[config.mk]
export PLATFORM = sky130hd
export DESIGN_NAME = ahb_decoder_mux
export DESIGN_NICKNAME = d
export VERILOG_FILES = /design/src/rtl/ahb_lite_pkg.sv /design/src/rtl/ahb_lite_addr_decoder.sv /design/src/rtl/ahb_decoder_mux.sv
export SDC_FILE = /design/constraint.sdc
export NUM_CORES = 1
export LEC_CHECK = 0
export CORE_AREA = 3 3 96 98
export DETAILED_ROUTE_END_ITERATION = 8
export DIE_AREA = 0 0 99 101
export DONT_BUFFER_PORTS = 1
export SYNTH_ARGS = -nofsm -noshare
export SYNTH_HDL_FRONTEND = slang
export SYNTH_SLANG_ARGS = --single-unit
[constraint.sdc]
create_clock -name HCLK -period 2.8 [get_ports HCLK]
set_clock_uncertainty 0.05 [all_clocks]
set_input_delay 0.84 -clock HCLK [delete_from_list [all_inputs] [get_ports HCLK]]
set_output_delay 0.84 -clock HCLK [all_outputs]
set_load 0.01 [all_outputs]
[src/rtl/ahb_lite_pkg.sv]
// Shared AHB-Lite encodings and helpers used by the decoder/mux stage.
package ahb_lite_pkg;

  typedef enum logic [1:0] {
    HtransIdle   = 2'b00,
    HtransBusy   = 2'b01,
    HtransNonseq = 2'b10,
    HtransSeq    = 2'b11
  } htrans_e;

  typedef enum logic [1:0] {
    HrespOkay  = 2'b00,
    HrespError = 2'b01
  } hresp_e;

  // The default subordinate is encoded one past the last decoded subordinate.
  function automatic int unsigned def_sel_idx(input int unsigned num_subs);
    return num_subs;
  endfunction

endpackage

[src/rtl/ahb_lite_addr_decoder.sv]
// Combinational region decode: upper address bits pick one subordinate or the default.
module ahb_lite_addr_decoder
  import ahb_lite_pkg::*;
#(
  parameter int unsigned AddrWidth  = 32,
  parameter int unsigned RegionBits = 4,
  parameter int unsigned NumSubs    = 4,
  parameter int unsigned SelW       = 3
) (
  input  logic [AddrWidth-1:0] haddr_i,
  output logic [NumSubs-1:0]   hsel_s_o,
  output logic                 hsel_def_o,
  output logic [SelW-1:0]      sel_idx_o
);

  logic [RegionBits-1:0] region;
  assign region = haddr_i[AddrWidth-1 -: RegionBits];

  // Only the region bits take part in decoding.
  logic unused_addr;
  assign unused_addr = ^haddr_i[AddrWidth-RegionBits-1:0];

  // One-hot select; falls through to the default when no region matches.
  always_comb begin
    hsel_s_o   = '0;
    hsel_def_o = 1'b1;
    sel_idx_o  = SelW'(def_sel_idx(NumSubs));
    for (int unsigned i = 0; i < NumSubs; i++) begin
      if (region == RegionBits'(i)) begin
        hsel_s_o[i] = 1'b1;
        hsel_def_o  = 1'b0;
        sel_idx_o   = SelW'(i);
      end
    end
  end

endmodule

[src/rtl/ahb_decoder_mux.sv]
// AHB-Lite address decoder and response multiplexer for a single manager.
// Optional statistics counters are enabled with AHB_DECODER_MUX_STATS_EN.
module ahb_decoder_mux
  import ahb_lite_pkg::*;
#(
  parameter int unsigned ADDR_WIDTH  = 32,
  parameter int unsigned DATA_WIDTH  = 32,
  parameter int unsigned NUM_SUBS    = 4,
  parameter int unsigned REGION_BITS = 4,
  parameter int unsigned CNT_WIDTH   = 16
) (
  input  logic                         HCLK,
  input  logic                         HRESET,
  input  logic [ADDR_WIDTH-1:0]        HADDR,
  input  logic [1:0]                   HTRANS,
  output logic [NUM_SUBS-1:0]          HSEL_S,
  output logic                         HSEL_DEF,
  input  logic [NUM_SUBS*DATA_WIDTH-1:0] HRDATA_S,
  input  logic [2*NUM_SUBS-1:0]        HRESP_S,
  input  logic [NUM_SUBS-1:0]          HREADYOUT_S,
  input  logic [DATA_WIDTH-1:0]        HRDATA_DEF,
  input  logic [1:0]                   HRESP_DEF,
  input  logic                         HREADYOUT_DEF,
  output logic [DATA_WIDTH-1:0]        HRDATA,
  output logic [1:0]                   HRESP,
  output logic                         HREADY
`ifdef AHB_DECODER_MUX_STATS_EN
  ,
  output logic [CNT_WIDTH-1:0]         XFER_CNT,
  output logic [CNT_WIDTH-1:0]         DECERR_CNT
`endif
);

  localparam int unsigned SelW = $clog2(NUM_SUBS + 1);
  localparam logic [SelW-1:0] DefIdx = SelW'(def_sel_idx(NUM_SUBS));

  if (NUM_SUBS < 1 || NUM_SUBS > (1 << REGION_BITS)) begin : g_cfg_err
    $error("ahb_decoder_mux: NUM_SUBS must be in 1..2**REGION_BITS");
  end

  logic [SelW-1:0] sel_idx;

  ahb_lite_addr_decoder #(
    .AddrWidth (ADDR_WIDTH),
    .RegionBits(REGION_BITS),
    .NumSubs   (NUM_SUBS),
    .SelW      (SelW)
  ) u_addr_decoder (
    .haddr_i   (HADDR),
    .hsel_s_o  (HSEL_S),
    .hsel_def_o(HSEL_DEF),
    .sel_idx_o (sel_idx)
  );

  // Only HTRANS[1] distinguishes active transfers from IDLE/BUSY.
  logic unused_htrans;
  assign unused_htrans = HTRANS[0];

  logic [SelW-1:0] dsel_q, dsel_d;
  logic            dvalid_q, dvalid_d;

  // Address phase is captured into the data phase only when the bus is ready.
  always_comb begin
    dsel_d   = dsel_q;
    dvalid_d = dvalid_q;
    if (HREADY) begin
      dsel_d   = sel_idx;
      dvalid_d = HTRANS[1];
    end
  end

  // Data-phase register.
  always_ff @(posedge HCLK or posedge HRESET) begin
    if (HRESET) begin
      dsel_q   <= DefIdx;
      dvalid_q <= 1'b0;
    end else begin
      dsel_q   <= dsel_d;
      dvalid_q <= dvalid_d;
    end
  end

  // Response mux; with no active data phase the stage answers OKAY/ready itself.
  always_comb begin
    HRDATA = '0;
    HRESP  = HrespOkay;
    HREADY = 1'b1;
    if (dvalid_q) begin
      HRDATA = HRDATA_DEF;
      HRESP  = HRESP_DEF;
      HREADY = HREADYOUT_DEF;
      for (int unsigned i = 0; i < NUM_SUBS; i++) begin
        if (dsel_q == SelW'(i)) begin
          HRDATA = HRDATA_S[i*DATA_WIDTH +: DATA_WIDTH];
          HRESP  = HRESP_S[2*i +: 2];
          HREADY = HREADYOUT_S[i];
        end
      end
    end
  end

`ifdef AHB_DECODER_MUX_STATS_EN
  logic                 xfer_done;
  logic [CNT_WIDTH-1:0] xfer_cnt_q, xfer_cnt_d;
  logic [CNT_WIDTH-1:0] decerr_cnt_q, decerr_cnt_d;

  assign xfer_done = dvalid_q & HREADY;

  // Saturating completion counters.
  always_comb begin
    xfer_cnt_d   = xfer_cnt_q;
    decerr_cnt_d = decerr_cnt_q;
    if (xfer_done && (xfer_cnt_q != '1)) begin
      xfer_cnt_d = xfer_cnt_q + CNT_WIDTH'(1);
    end
    if (xfer_done && (dsel_q == DefIdx) && (decerr_cnt_q != '1)) begin
      decerr_cnt_d = decerr_cnt_q + CNT_WIDTH'(1);
    end
  end

  // Counter registers.
  always_ff @(posedge HCLK or posedge HRESET) begin
    if (HRESET) begin
      xfer_cnt_q   <= '0;
      decerr_cnt_q <= '0;
    end else begin
      xfer_cnt_q   <= xfer_cnt_d;
      decerr_cnt_q <= decerr_cnt_d;
    end
  end

  assign XFER_CNT   = xfer_cnt_q;
  assign DECERR_CNT = decerr_cnt_q;
`else
  logic [CNT_WIDTH-1:0] unused_cnt_width;
  assign unused_cnt_width = '0;
`endif

endmodule
==> impl_metrics.toml, run 1 <==
[floorplan]
core_sq_um = 8550
start_util = 0.180
die-area_sq_um = 10000
rows = 34
io_pins = 251
die_width_um = 99
fp.dieH_um = 101

[yosys]
synth_area_sq_um = 1540
yosysUniqueCellTypes = 27
synth_xor_area_frac = 0
synth_compound_area_frac = 0.443
syn_avg_cell_area_sq_um = 6.82
synth_mux_area_frac = 0.271
synth_nets = 437
synth-seq-area-share = 0.0658
ys_ff_latch = 4
yosys_warnings = 0
synth_top_family_by_area = "compound AO/OA/AOI/OAI gates"
yosys.area_share.adder = 0
synthSimpleGateAreaFrac = 0.135
syn_inst = 226

[sta]
finalHoldViolations = 0
fin_hold_ws_ps = 340
fmax_mhz = 369
tightestPinTransition_ps = 408
fin_ws_ps = 93.1
setup_viol = 0
tns_ps = 0
layout_min_cycle_time_ps = 2710
relSlewSlack = 0.728
rsz0062_at_grt = "no"
timing.final.crit_share = 0.967
report.final.slew_viol_count = 0

[placement]
place.gp.congestion = 0.846
pre_cts_slack_ps = 275
portBuffers = 0
hpwl_mm = 6.11

[hold_path]
worstHoldPathType = "input pin to async pin"

[grt]
grt_pass1_vias = 1784
antenna_found_initial = 0
grt.overflow.total = 0
grt_max_degree = 31
grt_pass1_wl_mm = 9.80
track_usage = 0.125

[clock_network]
clkTransAtPathRegs_ps = 40
htree_levels = 1
hold_buffers = 0
clock_latency_ps = 220
cts_tree = "built"
clock-sinks = 4
cts-root-buf = "clkbuf_8"
ctsLongestPathBuffers = 2
post_cts_buffers = 0
cts_made_buffers = 3
cts_resized = 0

[worst_setup_path]
crit_path_cell_trace = "buf_4, mux2_2, o221ai_1, a21oi_1"
cp-end-kind = "output port"
critPathMaxStageDelay_ps = 370
critPathKind = "register to output port"
worst-endpoint-arrival_ps = 1820
start_kind = "register"
required_ps = 1910
regToRegSetupSlack_ps = 950
cp_slowest_cell = "dfrtp_2"
path_max_fanout = 23

[layout]
layout_common_cells = "nand2_1 (36), o21ai_0 (35), mux2_2 (34), o221ai_1 (34), a21oi_1 (34)"
n_antenna_cell = 0
final_util = 0.201
layout_commonest_cell = "nand2_1"
area_growth_pct = 11.5
nNetsFinal = 431
fillers = 951
drive_above_1_share = 0.256

[flow_run]
maxCapViolCount = 0

[routing]
wl_per_cell_um = 22.3
wirelength_mm = 7.30
drtIter0Drc = 171
vias_per_cell = 5.83
drc_errors = 0
ant_nets = 0
vias = 1906
dr.pass1.iters = 5

[power]
power_leakage_nw = 0.559
p_sw_frac = 0.492
p_per_area_nw_per_um2 = 372
peakVddDrop_mv = 0.214
p_seq_frac = 0.112
p_int_mw = 0.324
switchingPower_mw = 0.314
clockPowerShare = 0.203
combPwrFrac = 0.685

[status]
status = "finished, final reports clean"
[stage by stage]
stage / power, mW / instance area, sq um / instances
after global placement: 0.500 / 1670 / 323
after global routing: 0.690 / 1720 / 327
after detailed placement: 0.512 / 1670 / 323
after floorplan: 0.412 / 1540 / 226
final: 0.638 / 1720 / 327
after CTS: 0.646 / 1720 / 327
[worst max-delay path: cells and delay by family (launching register included)]
family	cells	cell delay [ps]
buffers and inverters	1	290
AO/OA/AOI/OAI	2	550
multiplexers	1	370
flip-flops	1	370
[per-layer routing]
metal  wire length, um  vias to the layer above  part of all wire  global-route usage
met5                 0                        -                 0                   0
met4                 0                        0                 0              0.0126
met1              2580                      887              0.35               0.150
li1                  -                      855                 -                   -
met3               839                        0              0.11              0.0187
met2              3880                      164              0.53               0.243
[layout make-up]
| cell class | instances | area [sq um] | area share |
|---|---|---|---|
| multi-input combinational | 191 | 1310 | 0.761 |
| inverter | 6 | 22.5 | 0.0131 |
| timing repair buffer | 14 | 105 | 0.0612 |
| sequential | 4 | 103 | 0.0597 |
| clock buffer | 4 | 45.0 | 0.0262 |
| tap | 108 | 135 | 0.0787 |
[final timing paths]
kind / endpoint / cells past startpoint / start
hold reg to reg: dsel_q[1]$_DFFE_PP0P_ / 3 / dsel_q[1]$_DFFE_PP0P_
hold / removal: dvalid_q$_DFFE_PP0P_ / 1 / HRESET
max in group asynchronous: dsel_q[2]$_DFFE_PP1P_ / 1 / HRESET
min in group HCLK: dvalid_q$_DFFE_PP0P_ / 1 / HTRANS[1]
setup / recovery: HRDATA[2] / 4 / dsel_q[1]$_DFFE_PP0P_
setup reg to reg: dsel_q[0]$_DFFE_PP0P_ / 5 / dsel_q[0]$_DFFE_PP0P_
[sequential cells by signal, summed over array words and instances (netlist names)]
name,flops
dvalid_q,1
dsel_q,3
[synth_stat cells]
library cell,count,area [sq um]
clkinv_1,1,3.75
and2_1,1,6.26
and3_1,1,6.26
dfrtp_1,3,75.1
nor3b_1,1,7.51
buf_6,1,11.3
nor3_1,1,5.00
or2_2,1,6.26
clkbuf_1,16,60.1
mux2_4,1,15.0
buf_2,6,30.0
dfstp_2,1,26.3
mux2_2,34,383
o32a_1,1,10.0
nor2b_1,1,6.26
nand2b_1,2,12.5
o221ai_1,34,298
nand2_1,36,135
nand3b_1,2,15.0
o21ai_0,35,175
a21oi_1,34,170
o211ai_1,1,7.51
mux2i_1,2,20.0
inv_1,5,18.8
buf_1,2,7.51
nor2_1,2,7.51
a31oi_4,1,21.3
[logic make-up (layout without fill, tap and decap cells)]
logic type      count (synthesis)  after routing
compound gates                106            106
mux                            37             37
flops                           4              4
simple gates                   48             48
buf+inv                        31             24
[power groups by stage]
stage                     clock network (mW)  logic (mW)  registers [mW]
final                                  0.130       0.437          0.0717
after global routing                   0.140       0.477          0.0731
after CTS                              0.134       0.440          0.0719
after detailed placement                   0       0.440          0.0725
after global placement                     0       0.428          0.0722
after floorplan                            0       0.341          0.0709
(Power assumes the default switching activity.)
==> inputs of run 2 (changes only) <==
--- a/config.mk
+++ b/config.mk
@@ -5,10 +5,11 @@
 export SDC_FILE = /design/constraint.sdc
 export NUM_CORES = 1
 export LEC_CHECK = 0
-export CORE_AREA = 3 3 96 98
+export CORE_AREA = 3 3 97 99
 export DETAILED_ROUTE_END_ITERATION = 8
-export DIE_AREA = 0 0 99 101
+export DIE_AREA = 0 0 100 102
 export DONT_BUFFER_PORTS = 1
+export SLEW_MARGIN = 20
 export SYNTH_ARGS = -nofsm -noshare
 export SYNTH_HDL_FRONTEND = slang
 export SYNTH_SLANG_ARGS = --single-unit
==> run 2 against run 1 <==
Effect of this change:
- final cell count shrank 1.2%
- final area grew 0.66%
- sequential share of layout area is essentially flat
- setup slack gained 62 ps
- largest power group unchanged
- utilization shrank 0.068 points
- sequential power shrank 0.7%
- die area grew 2.0%
- critical path type unchanged
==> impl_metrics.toml, run 2 (same netlist as run 1, synthesis figures left out) <==
[status]
status = "finished, final reports clean"

[layout]
final_util = 0.200
drive_above_1_share = 0.242
final_cell_count_no_fill = 323
top_regs = "dsel_q x3, dvalid_q x1"
n_antenna_cell = 0
top_register = "dsel_q"
nNetsFinal = 427
area_growth_pct = 12.3
fillers = 975
layout_commonest_cell = "nand2_1"
layout_common_cells = "nand2_1 (36), o21ai_0 (35), mux2_2 (34), o221ai_1 (34), a21oi_1 (34)"
largest_register_ffs = 3

[routing]
drc_errors = 0
wl_met2_mm = 3.72
met3WireLength_um = 807
routed.top_layer = "met4"
vias = 1892
wl_per_cell_um = 21.4
ant_nets = 0
vias_per_cell = 5.86
wirelength_mm = 6.93
routedLengthMet1_mm = 2.37
drtIter0Drc = 113
dr.pass1.iters = 4

[sta]
setup_viol = 0
report.final.slew_viol_count = 0
rsz0062_at_grt = "no"
tns_ps = 0
tightestPinTransition_ps = 419
fmax_mhz = 378
relSlewSlack = 0.720
finalHoldViolations = 0
layout_min_cycle_time_ps = 2640
timing.final.crit_share = 0.945

[worst_setup_path]
required_ps = 1910
start_kind = "register"
critPathMaxStageDelay_ps = 410
cp_slowest_cell = "dfrtp_2"
crit_buf_inv = 1
cp-end-kind = "output port"
crit_path_cell_trace = "nand2b_1, o32a_1, a31oi_4, inv_1"
cp_top_family = "compound AO/OA/AOI/OAI gates"
path_max_fanout = 8
critPathKind = "register to output port"
worst-endpoint-arrival_ps = 1750

[grt]
track_usage = 0.113
grt.overflow.total = 0
antenna_found_initial = 0
grt_pass1_wl_mm = 9.03
grt_pass1_vias = 1674
grt_max_degree = 40

[clock_network]
ctsLongestPathBuffers = 2
clock_latency_ps = 220
htree_levels = 1
cts_tree = "built"
cts_made_buffers = 3
hold_buffers = 0
clkTransAtPathRegs_ps = 30
cts-root-buf = "clkbuf_8"
clock-sinks = 4

[floorplan]
core_sq_um = 8640
die_width_um = 100
die-area_sq_um = 10200
io_pins = 251
start_util = 0.178
fp.dieH_um = 102
rows = 34

[placement]
portBuffers = 0
place.gp.congestion = 0.732
hpwl_mm = 5.49
placedCellCount = 319

[hold_path]
worstHoldPathType = "input pin to async pin"

[power]
power_leakage_nw = 0.553
p_per_area_nw_per_um2 = 370
peakVddDrop_mv = 0.313

[flow_run]
maxCapViolCount = 0
[run 2: cell types whose count changed in the layout (fill, tap and decap cells not counted)]
cell	delta
buf_4	-8
buf_12	+3
buf_6	+1
[run 2: stage by stage]
step | worst slack [ps] | total power [mW] | hold slack [ps] | area [sq um]
after floorplan | 351 | 0.412 | 555 | 1540
after global placement | 267 | 0.504 | 565 | 1680
after detailed placement | 266 | 0.516 | 570 | 1680
after CTS | 54.0 | 0.647 | 339 | 1730
after global routing | 43.4 | 0.691 | 339 | 1730
final | 155 | 0.640 | 339 | 1730
[run 2: final timing paths]
kind | from | cells past startpoint | endpoint | slack [ps]
setup reg to reg | dsel_q[1]$_DFFE_PP0P_ | 4 | dsel_q[0]$_DFFE_PP0P_ | 890
min in group HCLK | dsel_q[2]$_DFFE_PP1P_ | 2 | dsel_q[2]$_DFFE_PP1P_ | 620
hold / removal | HRESET | 1 | dsel_q[0]$_DFFE_PP0P_ | 340
setup / recovery | dsel_q[1]$_DFFE_PP0P_ | 4 | HREADY | 160
max in group asynchronous | HRESET | 1 | dsel_q[2]$_DFFE_PP1P_ | 2140
hold reg to reg | dsel_q[2]$_DFFE_PP1P_ | 2 | dsel_q[2]$_DFFE_PP1P_ | 620
[run 2: power breakdown]
part,switching (mW),internal (mW),leakage (nW),total (mW)
logic,0.274,0.166,0.483,0.440
registers,0.00481,0.0664,0.0468,0.0712
clock network,0.0310,0.0973,0.0228,0.128
total,0.310,0.330,0.553,0.640
[run 2: what timing repair did]
item,in CTS,in global routing
gates resized for setup,0,1
setup buffers,0,0
setup endpoints to repair,0,1
[run 2: layout make-up]
class	instances	area, sq um	share of cell area
Inverter	6	22.5	0.0130
Tap cell	108	135	0.0781
Multi-Input combinational cell	191	1310	0.756
Timing Repair Buffer	10	116	0.0673
Clock buffer	4	45.0	0.0260
Sequential cell	4	103	0.0593
[run 2: metal layers]
metal,GRT usage,up-vias
li1,-,849
met1,0.131,873
met5,0,-
met3,0.0130,4
met4,0.0187,0
met2,0.226,166
[run 2: worst register-to-register path: stages (launching register included)]
cell,delay (ps)
dfrtp_2,410
nand2b_1,330
o32a_1,410
a31oi_4,280
mux2_4,320
==> inputs of run 3 (changes only) <==
--- a/config.mk
+++ b/config.mk
@@ -5,10 +5,13 @@
 export SDC_FILE = /design/constraint.sdc
 export NUM_CORES = 1
 export LEC_CHECK = 0
-export CORE_AREA = 3 3 97 99
+export CELL_PAD_IN_SITES_DETAIL_PLACEMENT = 1
+export CELL_PAD_IN_SITES_GLOBAL_PLACEMENT = 1
+export CORE_AREA = 3 3 95 97
 export DETAILED_ROUTE_END_ITERATION = 8
-export DIE_AREA = 0 0 100 102
+export DIE_AREA = 0 0 98 100
 export DONT_BUFFER_PORTS = 1
+export PLACE_DENSITY_LB_ADDON = 0.1
 export SLEW_MARGIN = 20
 export SYNTH_ARGS = -nofsm -noshare
 export SYNTH_HDL_FRONTEND = slang
==> run 3 against run 2 <==
Effect of this change:
- wire length increased by 8.5%
- utilization increased by 1.0 points
- via count decreased by 1.7%
- largest cell class unchanged
- global-route usage increased by 2.3 points
==> impl_metrics.toml, run 3 (same netlist as run 1, synthesis figures left out) <==
[status]
status = "finished, final reports clean"

[placement]
hpwl_mm = 5.93
place_area_sq_um = 1680
portBuffers = 0
place.gp.congestion = 0.718

[layout]
drive_above_1_share = 0.262
nNetsFinal = 433
largest_register_ffs = 3
top_regs = "dsel_q x3, dvalid_q x1"
layout_commonest_cell = "nand2_1"
layout_common_cells = "nand2_1 (36), o21ai_0 (35), mux2_2 (34), o221ai_1 (34), a21oi_1 (34)"
fillers = 1006
area_growth_pct = 12.3
top_register = "dsel_q"
final_cell_area_sq_um = 1730
n_antenna_cell = 0

[routing]
vias_per_cell = 5.71
dr.pass1.iters = 3
drtIter0Drc = 59
wl_per_cell_um = 23.1
vias = 1860
drc_errors = 0
wirelength_mm = 7.52
ant_nets = 0

[sta]
finalHoldViolations = 0
report.final.slew_viol_count = 0
fmax_mhz = 379
setup_viol = 0
relSlewSlack = 0.752
rsz0062_at_grt = "no"
tns_ps = 0
tightestPinTransition_ps = 372
timing.final.crit_share = 0.942
layout_min_cycle_time_ps = 2640

[hold_path]
worstHoldPathType = "input pin to async pin"

[clock_network]
cts_tree = "built"
hold_buffers = 0
cts_resized = 0
post_cts_buffers = 0
clkTransAtPathRegs_ps = 30
cts-root-buf = "clkbuf_8"
cts_made_buffers = 3
ctsLongestPathBuffers = 2
clock-sinks = 4
htree_levels = 1
clock_latency_ps = 220

[worst_setup_path]
start_kind = "register"
required_ps = 1910
cp-end-kind = "output port"
worst-endpoint-arrival_ps = 1750
path_max_fanout = 8
critPathKind = "register to output port"

[floorplan]
die-area_sq_um = 9800
io_pins = 251
core_sq_um = 8220
start_util = 0.187
die_width_um = 98
rows = 33
fp.dieH_um = 100

[power]
p_per_area_nw_per_um2 = 371
peakVddDrop_mv = 0.124
power_leakage_nw = 0.568
total_power_mw = 0.641

[grt]
antenna_found_initial = 0
grt.overflow.total = 0
grt_pass1_wl_mm = 10.7
grt_pass1_vias = 1995
track_usage = 0.136
grt_max_degree = 23

[flow_run]
maxCapViolCount = 0
==> run 3: changes by cell type in the layout (fill, tap and decap cells not counted) <==
cell	before	now
buf_4	6	16
buf_12	3	0
buf_6	1	0
==> run 3: layout make-up <==
cell class | instances | area [sq um] | share of cell area
multi-input combinational | 191 | 1310 | 0.756
tap | 105 | 131 | 0.0760
timing repair buffer | 16 | 120 | 0.0695
sequential | 4 | 103 | 0.0593
clock buffer | 4 | 45.0 | 0.0260
inverter | 6 | 22.5 | 0.0130
==> run 3: stage by stage <==
step	hold WS, ps	instances	utilization	setup slack [ps]
final	344	326	0.210	161
after global placement	574	322	0.205	298
after CTS	349	326	0.210	133
after global routing	355	326	0.210	57.0
after floorplan	555	226	-	351
after detailed placement	581	322	0.205	286
==> run 3: worst paths after layout <==
kind / start / to / slack (ps) / depth (start not counted)
setup / recovery: dsel_q[1]$_DFFE_PP0P_ / HREADY / 160 / 5
hold / removal: HRESET / dsel_q[0]$_DFFE_PP0P_ / 340 / 1
setup reg to reg: dsel_q[1]$_DFFE_PP0P_ / dsel_q[0]$_DFFE_PP0P_ / 900 / 5
hold reg to reg: dsel_q[1]$_DFFE_PP0P_ / dsel_q[1]$_DFFE_PP0P_ / 810 / 3
max in group asynchronous: HRESET / dsel_q[2]$_DFFE_PP1P_ / 2120 / 1
min in group HCLK: HTRANS[1] / dvalid_q$_DFFE_PP0P_ / 700 / 1
==> run 3: layer usage <==
metal	GRT usage	routed length, um	up-vias
met4	0.0192	23	0
met2	0.279	4140	131
met5	0	0	-
li1	-	-	860
met1	0.140	2620	867
met3	0.0361	730	2
==> run 3: report_power, final <==
group          total, mW  internal, mW  switching (mW)
clock network      0.128        0.0973          0.0304
logic              0.441         0.165           0.276
registers         0.0719        0.0664         0.00553
==> run 3: worst max-delay path, stage by stage, from the launching register on <==
cell      delay (ps)
dfrtp_2          430
nand2b_1         190
buf_4            180
o32a_1           320
a31oi_4          280
inv_1            120
